File: src/rtl/sync_pkg.sv
// Shared constants and helpers for the sync_debounce input conditioner.
package sync_pkg;

  localparam int SYNC_MIN_STAGES = 2;
  localparam int DB_MIN_CYCLES   = 1;

  // Counter must hold 0..DB_CYCLES-1; sized for DB_CYCLES+1 so DB_CYCLES=1 still gets one bit.
  function automatic int cnt_w(input int db_cycles);
    return $clog2(db_cycles + 1);
  endfunction

endpackage

File: src/rtl/sync_chain.sv
// Single-bit STAGES-deep flip-flop synchronizer with async active-low reset.
module sync_chain
  import sync_pkg::*;
#(
  parameter int STAGES = 2
) (
  input  logic clk,
  input  logic rst_n,
  input  logic i_d,
  output logic o_q
);

  logic [STAGES-1:0] r_s;

  always_ff @(posedge clk or negedge rst_n) begin
    if (!rst_n) begin
      r_s <= '0;
    end else begin
      r_s <= {r_s[STAGES-2:0], i_d};
    end
  end

  assign o_q = r_s[STAGES-1];

endmodule

File: src/rtl/sync_debounce.sv
// Multi-channel synchronizer + optional debounce filter with registered edge pulses.
// Filter is built only when SYNC_DEBOUNCE_FILTER_EN is defined; otherwise level follows sync_q.
module sync_debounce
  import sync_pkg::*;
#(
  parameter int WIDTH     = 4,
  parameter int STAGES    = 2,
  parameter int DB_CYCLES = 4
) (
  input  logic             clk,
  input  logic             rst_n,
  input  logic [WIDTH-1:0] async_in,
  output logic [WIDTH-1:0] level,
  output logic [WIDTH-1:0] rise,
  output logic [WIDTH-1:0] fall,
  output logic             any_edge
);

  if (STAGES < SYNC_MIN_STAGES) begin : g_bad_stages
    $error("sync_debounce: STAGES below minimum");
  end
  if (DB_CYCLES < DB_MIN_CYCLES) begin : g_bad_db
    $error("sync_debounce: DB_CYCLES below minimum");
  end
  if (WIDTH < 1) begin : g_bad_width
    $error("sync_debounce: WIDTH below minimum");
  end

  logic [WIDTH-1:0] w_sync;
  logic [WIDTH-1:0] w_level_nxt;
  logic [WIDTH-1:0] r_level;
  logic [WIDTH-1:0] r_rise;
  logic [WIDTH-1:0] r_fall;

  for (genvar i = 0; i < WIDTH; i++) begin : g_ch
    sync_chain #(
      .STAGES(STAGES)
    ) u_sync (
      .clk  (clk),
      .rst_n(rst_n),
      .i_d  (async_in[i]),
      .o_q  (w_sync[i])
    );

`ifdef SYNC_DEBOUNCE_FILTER_EN
    localparam int CW = cnt_w(DB_CYCLES);
    localparam logic [CW-1:0] CNT_LAST = CW'(DB_CYCLES - 1);

    logic [CW-1:0] r_cnt;
    logic [CW-1:0] w_cnt_nxt;
    logic          w_nxt;

    // Any cycle where sync_q agrees with level discards the partial count.
    always_comb begin
      w_cnt_nxt = r_cnt;
      w_nxt     = r_level[i];
      if (w_sync[i] == r_level[i]) begin
        w_cnt_nxt = '0;
      end else if (r_cnt == CNT_LAST) begin
        w_nxt     = w_sync[i];
        w_cnt_nxt = '0;
      end else begin
        w_cnt_nxt = r_cnt + 1'b1;
      end
    end

    always_ff @(posedge clk or negedge rst_n) begin
      if (!rst_n) begin
        r_cnt <= '0;
      end else begin
        r_cnt <= w_cnt_nxt;
      end
    end

    assign w_level_nxt[i] = w_nxt;
`else
    assign w_level_nxt[i] = w_sync[i];
`endif
  end

  // Pulses are derived from the same next-level value so they coincide with the level change.
  always_ff @(posedge clk or negedge rst_n) begin
    if (!rst_n) begin
      r_level <= '0;
      r_rise  <= '0;
      r_fall  <= '0;
    end else begin
      r_level <= w_level_nxt;
      r_rise  <= w_level_nxt & ~r_level;
      r_fall  <= ~w_level_nxt & r_level;
    end
  end

  assign level    = r_level;
  assign rise     = r_rise;
  assign fall     = r_fall;
  assign any_edge = |(r_rise | r_fall);

endmodule

File: config.mk
export PLATFORM = sky130hd
export DESIGN_NAME = sync_debounce
export DESIGN_NICKNAME = d
export VERILOG_FILES = /design/src/rtl/sync_pkg.sv /design/src/rtl/sync_chain.sv /design/src/rtl/sync_debounce.sv
export SDC_FILE = /design/constraint.sdc
export NUM_CORES = 1
export LEC_CHECK = 0
export ABC_AREA = 1
export CORE_UTILIZATION = 38
export CTS_CLUSTER_SIZE = 24
export DETAILED_ROUTE_END_ITERATION = 16
export PLACE_DENSITY = 0.7
export SKIP_CTS_REPAIR_TIMING = 1
export SLEW_MARGIN = 5
export SYNTH_ARGS = -nofsm -noshare
export SYNTH_HDL_FRONTEND = slang
export SYNTH_SLANG_ARGS = --single-unit
export TNS_END_PERCENT = 20
File: constraint.sdc
create_clock -name clk -period 0.8 [get_ports clk]
set_input_delay 0.16 -clock clk [delete_from_list [all_inputs] [get_ports clk]]
set_output_delay 0.16 -clock clk [all_outputs]
set_load 0.05 [all_outputs]
==> out/qor.csv, run 1 <==
stage,metric,value,unit
logic_synthesis,avgSynthCellArea,12.1,um^2
drt,drc_errors,0,
floorplanning,initial_core_util,0.409,
finish,area_growth,78.9,%
sta,final.setup_skew,0.00441,ns
grt,grt_use_total,0.112,
logic_synthesis,synthCells,51,
sta,finalHoldViolCount,0,
run_status,failed_checks,negative setup slack,
logic_synthesis,synth_nets,57,
hold_path,hp-class,in -> async,
floorplanning,core_area,0.00151,mm^2
sta,fmax,775,MHz
cts,clockBufferDepth,2,
drt,vias_per_cell,4.18,
drt,dr_total_vias,410,
worst_setup_path,crit_arrival,1.13,ns
worst_setup_path,r2r_setup_slack,0.16,ns
grt,grt_pass1_vias,395,
worst_setup_path,startpoint_type,flip-flop,
floorplanning,rows,14,
logic_synthesis,ys_warn_count,0,
drt,wirelength,899,um
flow_run,cap_viol_max_count,0,
cts,clk_pin_slew_worst_paths,0.10,ns
worst_setup_path,r2r_cells,2,
floorplanning,dieArea,0.00179,mm^2
drt,drt_iter0_drc,1,
grt,grt_antenna_before_repair,0,
sta,rsz0062_at_grt,yes,
sta,fin_ws,-0.490,ns
logic_synthesis,synth.top_cell.area_share,0.811,
worst_setup_path,r2r-start,level[3],
place,hpwl,697,um
worst_setup_path,criticalPathCategory,reg -> out,
cts,cts_made_buffers,3,
finish,n_fill_cell,99,
grt,grt_remaining_overflow,0,
worst_setup_path,required,0.64,ns
power,powerDensity,1870,mW/mm^2
logic_synthesis,yosysTopAreaCell,dfrtp_1,
cts,cts_max_level,1,
logic_synthesis,synth_area_leaders,"dfrtp_1 81%, inv_1 9.7%, nor2_1 6.1%, nand2_1 3.0%",
cts,cts-root-buf,clkbuf_4,
worst_setup_path,crit_start,rise[3],
sta,period_share,1.61,
place,io_buffers,18,
sta,setup_viol,13,
power,power,2.07,mW
logic_synthesis,yosysUniqueCellTypes,4,
cts,clock_latency,0.29,ns
drt,post_drt_wl_per_cell,9.17,um
power,ir_drop,1340,uV
sta,min_period,1.29,ns
sta,worst_pin_slew,0.162,ns
finish,n_antenna_cell,0,
logic_synthesis,synth-seq-area-share,0.811,
worst_setup_path,endpoint_kind,output pin,
grt,grt_pass1_wl,1470,um
run_status,outcome,"finished, violations left",
cts,cts_tree,yes,
worst_setup_path,r2r-end,fall[3],
logic_synthesis,ys_ff_latch,20,
drt,first_pass_iters,2,
finish,nNetsFinal,89,
finish,stdcell_count,98,
sta,slew_headroom,0.892,
place,place_congestion,0.648,
logic_synthesis,synth.cell_area,617,um^2
worst_setup_path,path_max_fanout,2,
floorplanning,dieWidth,42.3,um
floorplanning,dieHeight,42.3,um
power,leakage,0.546,nW
grt,grt_max_degree,21,
floorplanning,io_pins,19,
sta,slew_violations,0,
finish,drive_gt1_frac,0.524,
cts,clock-sinks,20,
place,dp.cells,94,
drt,drtAntennaViolNets,0,
-- metrics by stage --
stage	setup slack (ns)	hold WS (ns)	utilization	area (um^2)	setup TNS, ns
after detailed placement	-0.206	0.337	0.682	1030	-0.321
after floorplan	-0.284	-0.136	-	629	-0.656
final	-0.490	0.192	0.733	1100	-4.11
after global placement	-0.189	0.333	0.682	1030	-0.245
after global routing	-0.563	0.181	0.733	1100	-4.71
after CTS	-0.537	0.189	0.706	1060	-4.34
-- synth_stat cells --
cell     count
dfrtp_1     20
inv_1       16
nor2_1      10
nand2_1      5
-- report_power, final --
part           switching [mW]  leakage [nW]  internal (mW)
clock network           0.273        0.0210          0.277
logic                   0.204         0.293          0.210
registers              0.0390         0.232           1.07
-- flip-flops by register name, summed over array words and instances (netlist names) --
register         cells
rise                 4
fall                 4
g_ch.u_sync.r_s      8
level                4
-- final cells by class --
cell class	instances	area [um^2]	share of cell area
Clock buffer	4	36.3	0.0329
Inverter	16	60.1	0.0544
Timing Repair Buffer	27	400	0.363
Sequential cell	20	510	0.463
Tap cell	16	20.0	0.0181
Multi-Input combinational cell	15	76.3	0.0692
-- critical path, cell delays in order, from the launching register on --
cell and delay [ns]:
dfrtp_2 0.41, inv_1 0.06, nand2_2 0.05, nor2_4 0.10
nand2_2 0.07, buf_8 0.15
-- per-layer routing --
layer | vias up | wire, um | global-route usage
met5 | - | 0 | 0
met4 | 0 | 4 | 0.0750
met3 | 2 | 26 | 0.0129
met2 | 10 | 549 | 0.212
met1 | 198 | 318 | 0.110
li1 | 200 | - | -
-- cells by family (layout without fill, tap and decap cells) --
family	count (synthesis)	count (layout)	synth area share
buf+inv	16	47	0.0974
flops	20	20	0.811
simple gates	15	15	0.0913
-- worst max-delay path by stage --
| stage | endpoint | slack [ns] | depth (start not counted) |
|---|---|---|---|
| 2_1_floorplan | any_edge | -0.28 | 4 |
| 3_3_place_gp | any_edge | -0.19 | 5 |
| 3_5_place_dp | any_edge | -0.21 | 5 |
| 4_1_cts | any_edge | -0.54 | 5 |
| 5_1_grt | any_edge | -0.56 | 5 |
| 6_report | any_edge | -0.49 | 5 |
-- placed cells by master (no fill, tap or decap) --
| cell type | count |
|---|---|
| nor2_4 | 1 |
| clkdlybuf4s50_1 | 5 |
| nand2_2 | 4 |
| buf_4 | 4 |
| buf_8 | 1 |
| buf_12 | 13 |
| clkbuf_8 | 1 |
| inv_2 | 3 |
| nor2_2 | 1 |
| buf_6 | 4 |
| inv_1 | 13 |
| dfrtp_1 | 12 |
| clkbuf_4 | 3 |
| nand2_1 | 1 |
| nor2_1 | 8 |
| dfrtp_2 | 8 |
(Power assumes the default switching activity.)
==> inputs of run 2 (changes only) <==
- CELL_PAD_IN_SITES_DETAIL_PLACEMENT: unset -> 0
- CELL_PAD_IN_SITES_GLOBAL_PLACEMENT: unset -> 1
- CORE_UTILIZATION: 38 -> 30
- PLACE_DENSITY: 0.7 -> unset
- PLACE_DENSITY_LB_ADDON: unset -> 0.1
==> run 2 against run 1 <==
  * The flow still finishes with violations (negative setup slack)
  * Maximum frequency rose by 0.80%
  * Cell count rose by 13%
  * Clock-buffer cell count fell by 1
  * Flip-flop and latch count did not move
  * Sequential share of layout area fell by 0.16 points
  * Critical path type unchanged
==> out/qor.csv, run 2 (synthesis results as in run 1) <==
stage,metric,value,unit,change
power,powerDensity,1750,mW/mm^2,-6.5%
cts,cts_made_buffers,3,,unchanged
worst_setup_path,startpoint_type,flip-flop,,
place,io_buffers,18,,unchanged
worst_setup_path,r2r-end,fall[3],,
finish,final_cell_mix,"16 x inv_1, 12 x dfrtp_1, 12 x buf_12",,
finish,drive_gt1_frac,0.476,,-0.0482
drt,dr_total_vias,405,,-1.2%
cts,clock-sinks,20,,unchanged
power,switchingPower,0.490,mW,-5.2%
sta,setup_viol,13,,unchanged
finish,stdcell_count,111,,+13%
power,ir_drop,1030,uV,-23%
cts,clk_pin_slew_worst_paths,0.09,ns,about the same
grt,grt_use_total,0.0790,,-0.0327
sta,finalHoldViolCount,0,,unchanged
grt,grt_remaining_overflow,0,,unchanged
cts,cts_tree,yes,,
drt,drtAntennaViolNets,0,,unchanged
finish,area_growth,79.5,%,
power,leakage,0.551,nW,+0.84%
drt,post_drt_wl_per_cell,7.42,um,-19%
sta,slew_violations,0,,unchanged
run_status,failed_checks,negative setup slack,,
sta,fin_ws,-0.480,ns,+0.0102 ns
finish,n_antenna_cell,0,,unchanged
floorplanning,rows,16,,+2
sta,final.setup_skew,0.000295,ns,-0.00412 ns
finish,layout.cells.most_common,inv_1,,
place,place_ws,-0.228,ns,-0.0221 ns
floorplanning,initial_core_util,0.318,,-0.0918
power,seq_power_share,0.567,,+0.033
cts,cts_max_level,1,,unchanged
sta,worst_pin_slew,0.168,ns,+0.00529 ns
worst_setup_path,r2r_cells,2,,unchanged
grt,grt_max_degree,11,,-48%
sta,period_share,1.60,,-0.0128
worst_setup_path,crit_arrival,1.12,ns,about the same
sta,min_period,1.28,ns,-0.0102 ns
sta,fmax,781,MHz,+0.80%
finish,nNetsFinal,92,,+3.4%
worst_setup_path,required,0.64,ns,about the same
sta,slew_headroom,0.888,,-0.00353
worst_setup_path,path_max_fanout,2,,unchanged
grt,grt_pass1_wl,1210,um,-18%
drt,wirelength,824,um,-8.3%
floorplanning,dieWidth,47.3,um,+12%
hold_path,hp-class,in -> async,,
worst_setup_path,endpoint_kind,output pin,,
floorplanning,dieArea,0.00224,mm^2,+25%
cts,clock_latency,0.28,ns,about the same
finish,max_flop_register,g_ch.u_sync.r_s,,
place,hpwl,679,um,-2.6%
worst_setup_path,r2r-start,level[3],,
power,power_frac_comb,0.211,,+0.011
power,p_int,1.45,mW,-6.6%
finish,fin_area,0.00111,mm^2,+0.34%
flow_run,cap_viol_max_count,0,,unchanged
finish,largest_reg_flops,8,,unchanged
power,switching_share,0.252,,+0.00278
run_status,outcome,"finished, violations left",,
floorplanning,core_area,0.00194,mm^2,+29%
sta,rsz0062_at_grt,yes,,
cts,clockBufferDepth,2,,unchanged
floorplanning,io_pins,19,,unchanged
drt,drt_iter0_drc,8,,+7
drt,first_pass_iters,3,,+1
worst_setup_path,r2r_setup_slack,0.15,ns,about the same
grt,grt_pass1_vias,324,,-18%
place,dpl-instance-area,0.00104,mm^2,+0.85%
cts,cts-root-buf,clkbuf_4,,
place,dp.cells,106,,+13%
drt,drc_errors,0,,unchanged
grt,grt_antenna_before_repair,0,,unchanged
worst_setup_path,criticalPathCategory,reg -> out,,
floorplanning,dieHeight,47.3,um,+12%
power,clockPowerShare,0.221,,-0.045
place,place_congestion,0.679,,+4.6%
drt,vias_per_cell,3.65,,-13%
## run 2: how the worst max path moves through the flow
stage | from | to
after floorplan | rise[0] | any_edge
after global placement | rise[0] | any_edge
after detailed placement | rise[0] | any_edge
after CTS | rise[0] | any_edge
after global routing | rise[3] | any_edge
final | fall[0] | any_edge
## run 2: stage by stage
| stage | utilization | hold slack, ns | power, mW | setup TNS (ns) |
|---|---|---|---|---|
| 5_1_grt | 0.570 | 0.180 | 2.04 | -4.74 |
| 4_1_cts | 0.545 | 0.168 | 1.95 | -4.32 |
| 3_5_place_dp | 0.534 | 0.335 | 1.51 | -0.324 |
| 2_1_floorplan | - | -0.136 | 1.27 | -0.656 |
| 3_3_place_gp | 0.534 | 0.332 | 1.50 | -0.306 |
| 6_report | 0.570 | 0.174 | 1.94 | -4.20 |
## run 2: power by group through the flow
stage	Clock [mW]	Combinational [mW]	Sequential (mW)
2_1_floorplan	0	0.0443	1.22
3_3_place_gp	0	0.386	1.12
3_5_place_dp	0	0.389	1.12
4_1_cts	0.458	0.389	1.10
5_1_grt	0.498	0.434	1.11
6_report	0.429	0.410	1.10
## run 2: metal layers
layer,wire length [um],track usage
met1,330,0.113
met2,463,0.112
met3,30,0.0115
met4,0,0.0514
met5,0,0
## run 2: critical path, stage by stage, from the launching register on
cell and delay, ns:
dfrtp_2 0.42, inv_1 0.07, nand2_2 0.05, nor2_2 0.09, nand2_2 0.07, buf_8 0.14
## run 2: area by class of cell
| type | count | area, um^2 |
|---|---|---|
| Clock buffer | 3 | 22.5 |
| Fill cell | 171 | 835 |
| Inverter | 16 | 60.1 |
| Multi-Input combinational cell | 15 | 66.3 |
| Sequential cell | 20 | 510 |
| Tap cell | 27 | 33.8 |
| Timing Repair Buffer | 30 | 414 |
==> inputs of run 3 (changes only) <==
==> constraint.sdc (replaced) <==
create_clock -name clk -period 0.8 [get_ports clk]
set_input_delay 0.12 -clock clk [delete_from_list [all_inputs] [get_ports clk]]
set_output_delay 0.12 -clock clk [all_outputs]
set_load 0.05 [all_outputs]
==> results of run 3 <==
Same layout as run 2 (identical final DEF). Status: finished, violations left: negative setup slack.
Main changes from that run: setup slack after placement -0.228 ns -> -0.188 ns; setup slack after layout -0.480 ns -> -0.440 ns; setup TNS -4.20 ns -> -3.68 ns; hold slack 0.174 ns -> 0.134 ns
